$ cat src/rtl/serial_el_rx.sv
// Receiver for the single-wire element stream: start, d0..d3 (LSB first), even parity, stop.
// Oversamples on clk, checks framing and parity, and counts good elements.
module serial_el_rx #(
  parameter int unsigned BIT_TICKS = 16,
  parameter int unsigned CNT_W     = 5
) (
  input  logic       clk,
  input  logic       rst_n,
  input  logic       rx,
  output logic [3:0] el,
  output logic [3:0] nom,
  output logic [1:0] bit_idx,
  output logic       el_valid,
  output logic       parity_err,
  output logic       frame_err,
  output logic       busy
);

  typedef enum logic [2:0] {StIdle, StStart, StData, StParity, StStop, StWaitHi} state_e;

  localparam logic [CNT_W-1:0] HalfTick = CNT_W'(BIT_TICKS / 2 - 1);
  localparam logic [CNT_W-1:0] FullTick = CNT_W'(BIT_TICKS - 1);
  localparam logic [CNT_W-1:0] CntOne   = CNT_W'(1);

  state_e           state_q, state_d;
  logic [CNT_W-1:0] cnt_q, cnt_d;
  logic [1:0]       bit_q, bit_d;
  logic [3:0]       shift_q, shift_d;
  logic [3:0]       el_q, el_d;
  logic [3:0]       nom_q, nom_d;
  logic             par_ok_q, par_ok_d;
  logic             valid_q, valid_d;
  logic             perr_q, perr_d;
  logic             ferr_q, ferr_d;
  logic             rx_meta, rxs;

  // Synchronizer resets to the idle-line level so reset release never looks like a start bit
  always_ff @(posedge clk or negedge rst_n) begin
    if (!rst_n) begin
      rx_meta <= 1'b1;
      rxs     <= 1'b1;
    end else begin
      rx_meta <= rx;
      rxs     <= rx_meta;
    end
  end

  always_ff @(posedge clk or negedge rst_n) begin
    if (!rst_n) begin
      state_q  <= StIdle;
      cnt_q    <= '0;
      bit_q    <= '0;
      shift_q  <= '0;
      el_q     <= '0;
      nom_q    <= '0;
      par_ok_q <= 1'b0;
      valid_q  <= 1'b0;
      perr_q   <= 1'b0;
      ferr_q   <= 1'b0;
    end else begin
      state_q  <= state_d;
      cnt_q    <= cnt_d;
      bit_q    <= bit_d;
      shift_q  <= shift_d;
      el_q     <= el_d;
      nom_q    <= nom_d;
      par_ok_q <= par_ok_d;
      valid_q  <= valid_d;
      perr_q   <= perr_d;
      ferr_q   <= ferr_d;
    end
  end

  always_comb begin
    state_d  = state_q;
    cnt_d    = cnt_q + CntOne;
    bit_d    = bit_q;
    shift_d  = shift_q;
    el_d     = el_q;
    nom_d    = nom_q;
    par_ok_d = par_ok_q;
    valid_d  = 1'b0;
    perr_d   = 1'b0;
    ferr_d   = 1'b0;
    unique case (state_q)
      StIdle: begin
        cnt_d = '0;
        if (!rxs) state_d = StStart;
      end
      StStart: begin
        if (cnt_q == HalfTick) begin
          cnt_d = '0;
          if (rxs) begin
            state_d = StIdle;
          end else begin
            state_d = StData;
            bit_d   = 2'd0;
          end
        end
      end
      // From here on the counter is aligned to bit centres
      StData: begin
        if (cnt_q == FullTick) begin
          cnt_d          = '0;
          shift_d[bit_q] = rxs;
          bit_d          = bit_q + 2'd1;
          if (bit_q == 2'd3) state_d = StParity;
        end
      end
      StParity: begin
        if (cnt_q == FullTick) begin
          cnt_d    = '0;
          par_ok_d = (rxs == ^shift_q);
          state_d  = StStop;
        end
      end
      StStop: begin
        if (cnt_q == FullTick) begin
          cnt_d = '0;
          if (!rxs) begin
            ferr_d  = 1'b1;
            state_d = StWaitHi;
          end else begin
            state_d = StIdle;
            if (par_ok_q) begin
              el_d    = shift_q;
              nom_d   = nom_q + 4'd1;
              valid_d = 1'b1;
            end else begin
              perr_d = 1'b1;
            end
          end
        end
      end
      StWaitHi: begin
        cnt_d = '0;
        if (rxs) state_d = StIdle;
      end
      default: begin
        cnt_d   = '0;
        state_d = StIdle;
      end
    endcase
  end

  assign el         = el_q;
  assign nom        = nom_q;
  assign bit_idx    = bit_q;
  assign el_valid   = valid_q;
  assign parity_err = perr_q;
  assign frame_err  = ferr_q;
  assign busy       = (state_q != StIdle);

endmodule
$ cat config.mk
export PLATFORM = sky130hd
export DESIGN_NAME = serial_el_rx
export DESIGN_NICKNAME = d
export VERILOG_FILES = /design/src/rtl/serial_el_rx.sv
export SDC_FILE = /design/constraint.sdc
export NUM_CORES = 1
export LEC_CHECK = 0
export ABC_AREA = 1
export BUFFER_PORTS_ARGS = -buffer_cell sky130_fd_sc_hd__buf_2
export CELL_PAD_IN_SITES_DETAIL_PLACEMENT = 0
export CELL_PAD_IN_SITES_GLOBAL_PLACEMENT = 1
export CORE_AREA = 2 2 65 67
export DETAILED_ROUTE_END_ITERATION = 16
export DIE_AREA = 0 0 67 69
export GPL_TIMING_DRIVEN = 0
export PLACE_DENSITY = 0.72
export SETUP_SLACK_MARGIN = 0.02
export SKIP_LAST_GASP = 1
export SYNTH_ARGS = -nofsm -noshare
export SYNTH_HDL_FRONTEND = slang
export SYNTH_SLANG_ARGS = --single-unit
$ cat constraint.sdc
create_clock -name clk -period 1.5 [get_ports clk]
set_clock_uncertainty 0.2 [all_clocks]
set_input_delay 0.225 -clock clk [delete_from_list [all_inputs] [get_ports clk]]
set_output_delay 0.225 -clock clk [all_outputs]
set_load 0.01 [all_outputs]
==> flow_results.org <==
** Timing
- The hold violation count in the final report was 0.
- Fin. max-slew vios :: 0
- Static timing analysis puts the maximum clock frequency at 0.629 GHz.
- Once routing completed, OpenROAD measured the worst setup slack at -0.0897 ns.
- Setup repair after global routing missed its margin :: true
- At the pin with the least slew margin, the transition time is 0.627 ns.
- Setup violations remaining at the end of the flow were counted as 21.
- Minimum clock period :: 1.59 ns
- Measured against its own limit, the worst slew margin works out to 58.2%.
- Period utilization :: 106%

** Detailed routing
- Total detailed-routing wirelength :: 2740 um
- Dividing the detail-routed via count by the number of cells gives 4.46.
- Average routed wire per standard cell :: 10.7 um
- After the first detailed-routing iteration, the DRC count stood at 36.
- After detailed routing, the number of remaining DRC violations is 0.
- The detail route stage leaves a number of antenna-violating nets equal to 0.
- Total via count after detailed routing :: 1,137
- Before antenna repair, the detailed router went through 4 iterations.

** Setup path
- The worst setup path is of the reg2reg kind.
- The critical path goes through ha_4 -> nand4_4 -> clkinv_2 -> nand2_4 -> nor2_8 -> inv_4 -> nand2_1 -> o21ai_2.
- The worst setup path is captured at a register.
- Worst Path Required :: 1.47 ns
- The worst setup path is launched from a register.
- Along the worst path, the maximum fanout reaches 10.
- Largest stage delay on the critical path :: 0.42 ns
- CP max stage cell :: sky130_fd_sc_hd__dfrtp_1
- Delay-heaviest family, CP :: simple AND/OR/NAND/NOR gates
- Counting both buffers and inverters, the worst setup path holds a total of 2.
- Arrival time of the worst setup path :: 1.56 ns

** Clocking
- Clock tree from TritonCTS :: yes
- Number of CTS-inserted buffers :: 3
- For this design, the sink count on the clock tree is 28.
- CTS H-Tree Depth :: 1
- Clock-pin slew was measured on the worst setup and hold paths at 0.10 ns.
- Cell at the root of the clock tree :: sky130_fd_sc_hd__clkbuf_8
- Clock latency on the worst-skew pair, taken at its later pin, is 0.27 ns.
- In this run the deepest clock path goes through 2 buffers.

** Status
- Run status :: finished with violations
- The checks that failed: setup timing.

** Synthesis
- For this run, the register share of the synthesized area comes to 49.3%.
- Synthesis produced a netlist with a net count of 176.
- Top cells by area in the synthesized netlist :: sky130_fd_sc_hd__dfrtp_1 (46%), sky130_fd_sc_hd__nand2_1 (16%), sky130_fd_sc_hd__ha_1 (6.1%)
- The synthesized design contains 0 enable-type register cells.
- Number of flip-flops and latches in the synthesized netlist :: 28
- The largest total area in the synthesized netlist belongs to sky130_fd_sc_hd__dfrtp_1.
- The cell area that synthesis handed to floorplanning was 1430 um2.
- After synthesis, the share of flip-flops with an asynchronous set or reset is 100%.
- The netlist uses 26 different library cells.
- Total of warnings raised by yosys :: 0
- Among all flip-flop cells after synthesis, the most frequent one is sky130_fd_sc_hd__dfrtp_1.
- After technology mapping, the gate count stands at 166.
- Proportion of netlist area held by the largest area contributor :: 45.7%
- In this run the mean area of a mapped cell was 8.59 um2.

** Global route
- The first global-routing pass estimated 4860 um of wire.
- Final global-route overflow total :: 0
- Vias in the first global route :: 1,172
- Met2 track demand over resource :: 23.0%
- Highest-utilization routing layer at the global route stage :: met2
- Global routing used 1.96% of the available met3 tracks.
- The number of antenna violations at the first check in global routing is 0.
- GR Layer Usage met1 :: 16.1%
- Overall track demand over capacity in global routing :: 13.2%
- Pin count of the biggest net entering global routing :: 29

** Floorplan
- The floorplan has 23 rows.
- Num ports :: 17
- From left edge to right edge, the die measures 67 um.
- Area of the core :: 3910 um2
- Die ar. :: 4620 um2
- Initial Util :: 36.4%
- Die height :: 69 um

** Cells and area
- Fraction of final layout cells sized beyond drive strength 1 :: 34.6%
- Most common cell after layout, fill and taps aside :: sky130_fd_sc_hd__nand2_1
- Once layout is complete, the utilization of the core stands at 47.3%.
- From synthesis to final layout, the design area changed by 30.0%.
- Leading cell types in the layout, fill and taps excluded :: sky130_fd_sc_hd__nand2_1 (55), sky130_fd_sc_hd__dfrtp_1 (25), sky130_fd_sc_hd__buf_2 (16), sky130_fd_sc_hd__buf_4 (16), sky130_fd_sc_hd__inv_1 (14)
- Number of nets in the final layout :: 216
- The multi-input combinational cells in the finished layout cover a total of 692 um2.
- Antenna diode count :: 0
- Summing all flip-flop and latch instances after layout gives 704 um2.
- The layout has 404 filler cells.

** Pwr
- Static Leakage :: 0.994 nW
- Peak supply drop :: 0.670 mV
- Overall Power :: 2.26 mW
- Power spread over the standard cell area amounts to 1220 nW/um2.

** Job
- Max-cap check violation count :: 0

** Placed design
- Routability-driven placement finished with a final weighted congestion of 0.719.
- # port buffers :: 16
- DP HPWL :: 1900 um

** Worst hold path
- Worst Hold Class :: reg2reg
[logic make-up after synthesis]
family          count (synthesis)  synth area share (%)
simple gates                   89                  29.1
xor+xnor                        5                  3.07
compound gates                 15                  6.23
buf+inv                        22                  6.06
flops                          28                  49.3
fa+ha+maj                       7                  6.15
[synthesized netlist by cell type (all sizes together), types with 2 or more instances]
master and instances:
nand2 62, dfrtp 26, inv 20, nor2 16, o21ai 13, ha 7
nand3 7, xor2 3, clkinv 2, dfstp 2, nor3 2, xnor2 2
[worst paths after layout]
path                                           to  depth (start not counted)               start  slack [ns]
hold reg to reg                     rxs$_DFF_PN1_                          0   rx_meta$_DFF_PN1_        0.16
setup / recovery               nom[2]$_DFFE_PN0P_                          8  cnt_q[0]$_DFF_PN0_       -0.09
max in group asynchronous  state_q[2]$_DFFE_PN0P_                          2               rst_n        0.36
setup reg to reg               nom[2]$_DFFE_PN0P_                          8  cnt_q[0]$_DFF_PN0_       -0.09
hold / removal                      rxs$_DFF_PN1_                          0   rx_meta$_DFF_PN1_        0.16
min in group asynchronous      nom[1]$_DFFE_PN0P_                          2               rst_n        0.30
[through the flow]
step	cell area (um2)	hold WS [ns]	setup TNS, ns	instances	setup slack, ns
finish	1850	0.161	-1.01	255	-0.0897
global route	1850	0.173	-2.88	255	-0.169
CTS	1750	0.162	-0.992	247	-0.0829
detailed placement	1570	0.0844	-1.40	232	-0.143
global placement	1570	0.0761	-1.12	232	-0.111
floorplan	1430	-0.271	0	166	0.0213
[timing repair]
action / 4_1_cts / 5_1_grt
endpoints found under the hold margin: 27 / 0
endpoints found under the setup margin: 23 / 25
hold buffers: 2 / 0
gates resized for setup: 9 / 16
setup buffers: 9 / 8
cloned: 0 / 0
pin swaps: 4 / 5
[final cells by class]
| class | count | share of cell area [%] |
|---|---|---|
| flip-flops and latches | 28 | 38.0 |
| clock buffers | 3 | 2.23 |
| well taps | 50 | 3.38 |
| clock inverters | 1 | 1.62 |
| multi-input cells | 116 | 37.3 |
| inverters | 22 | 4.93 |
| repair buffers | 35 | 12.5 |
[power by group]
part | internal (mW) | leakage, nW | switching (mW)
Clock | 0.357 | 0.0357 | 0.235
Combinational | 0.320 | 0.580 | 0.455
Sequential | 0.819 | 0.378 | 0.0711
[flip-flops by register name (all words and copies together) (netlist names)]
| register | count |
|---|---|
| el_valid | 1 |
| nom | 4 |
| par_ok_q | 1 |
| parity_err | 1 |
| rxs | 1 |
| shift_q | 4 |
| state_q | 3 |
| frame_err | 1 |
| rx_meta | 1 |
| el | 4 |
| bit_idx | 2 |
| cnt_q | 5 |
[per-layer routing]
layer	wire, um	vias up
li1	-	587
met1	1280	535
met2	1360	13
met3	80	2
met4	24	0
met5	0	-
(Power assumes the default switching activity.)
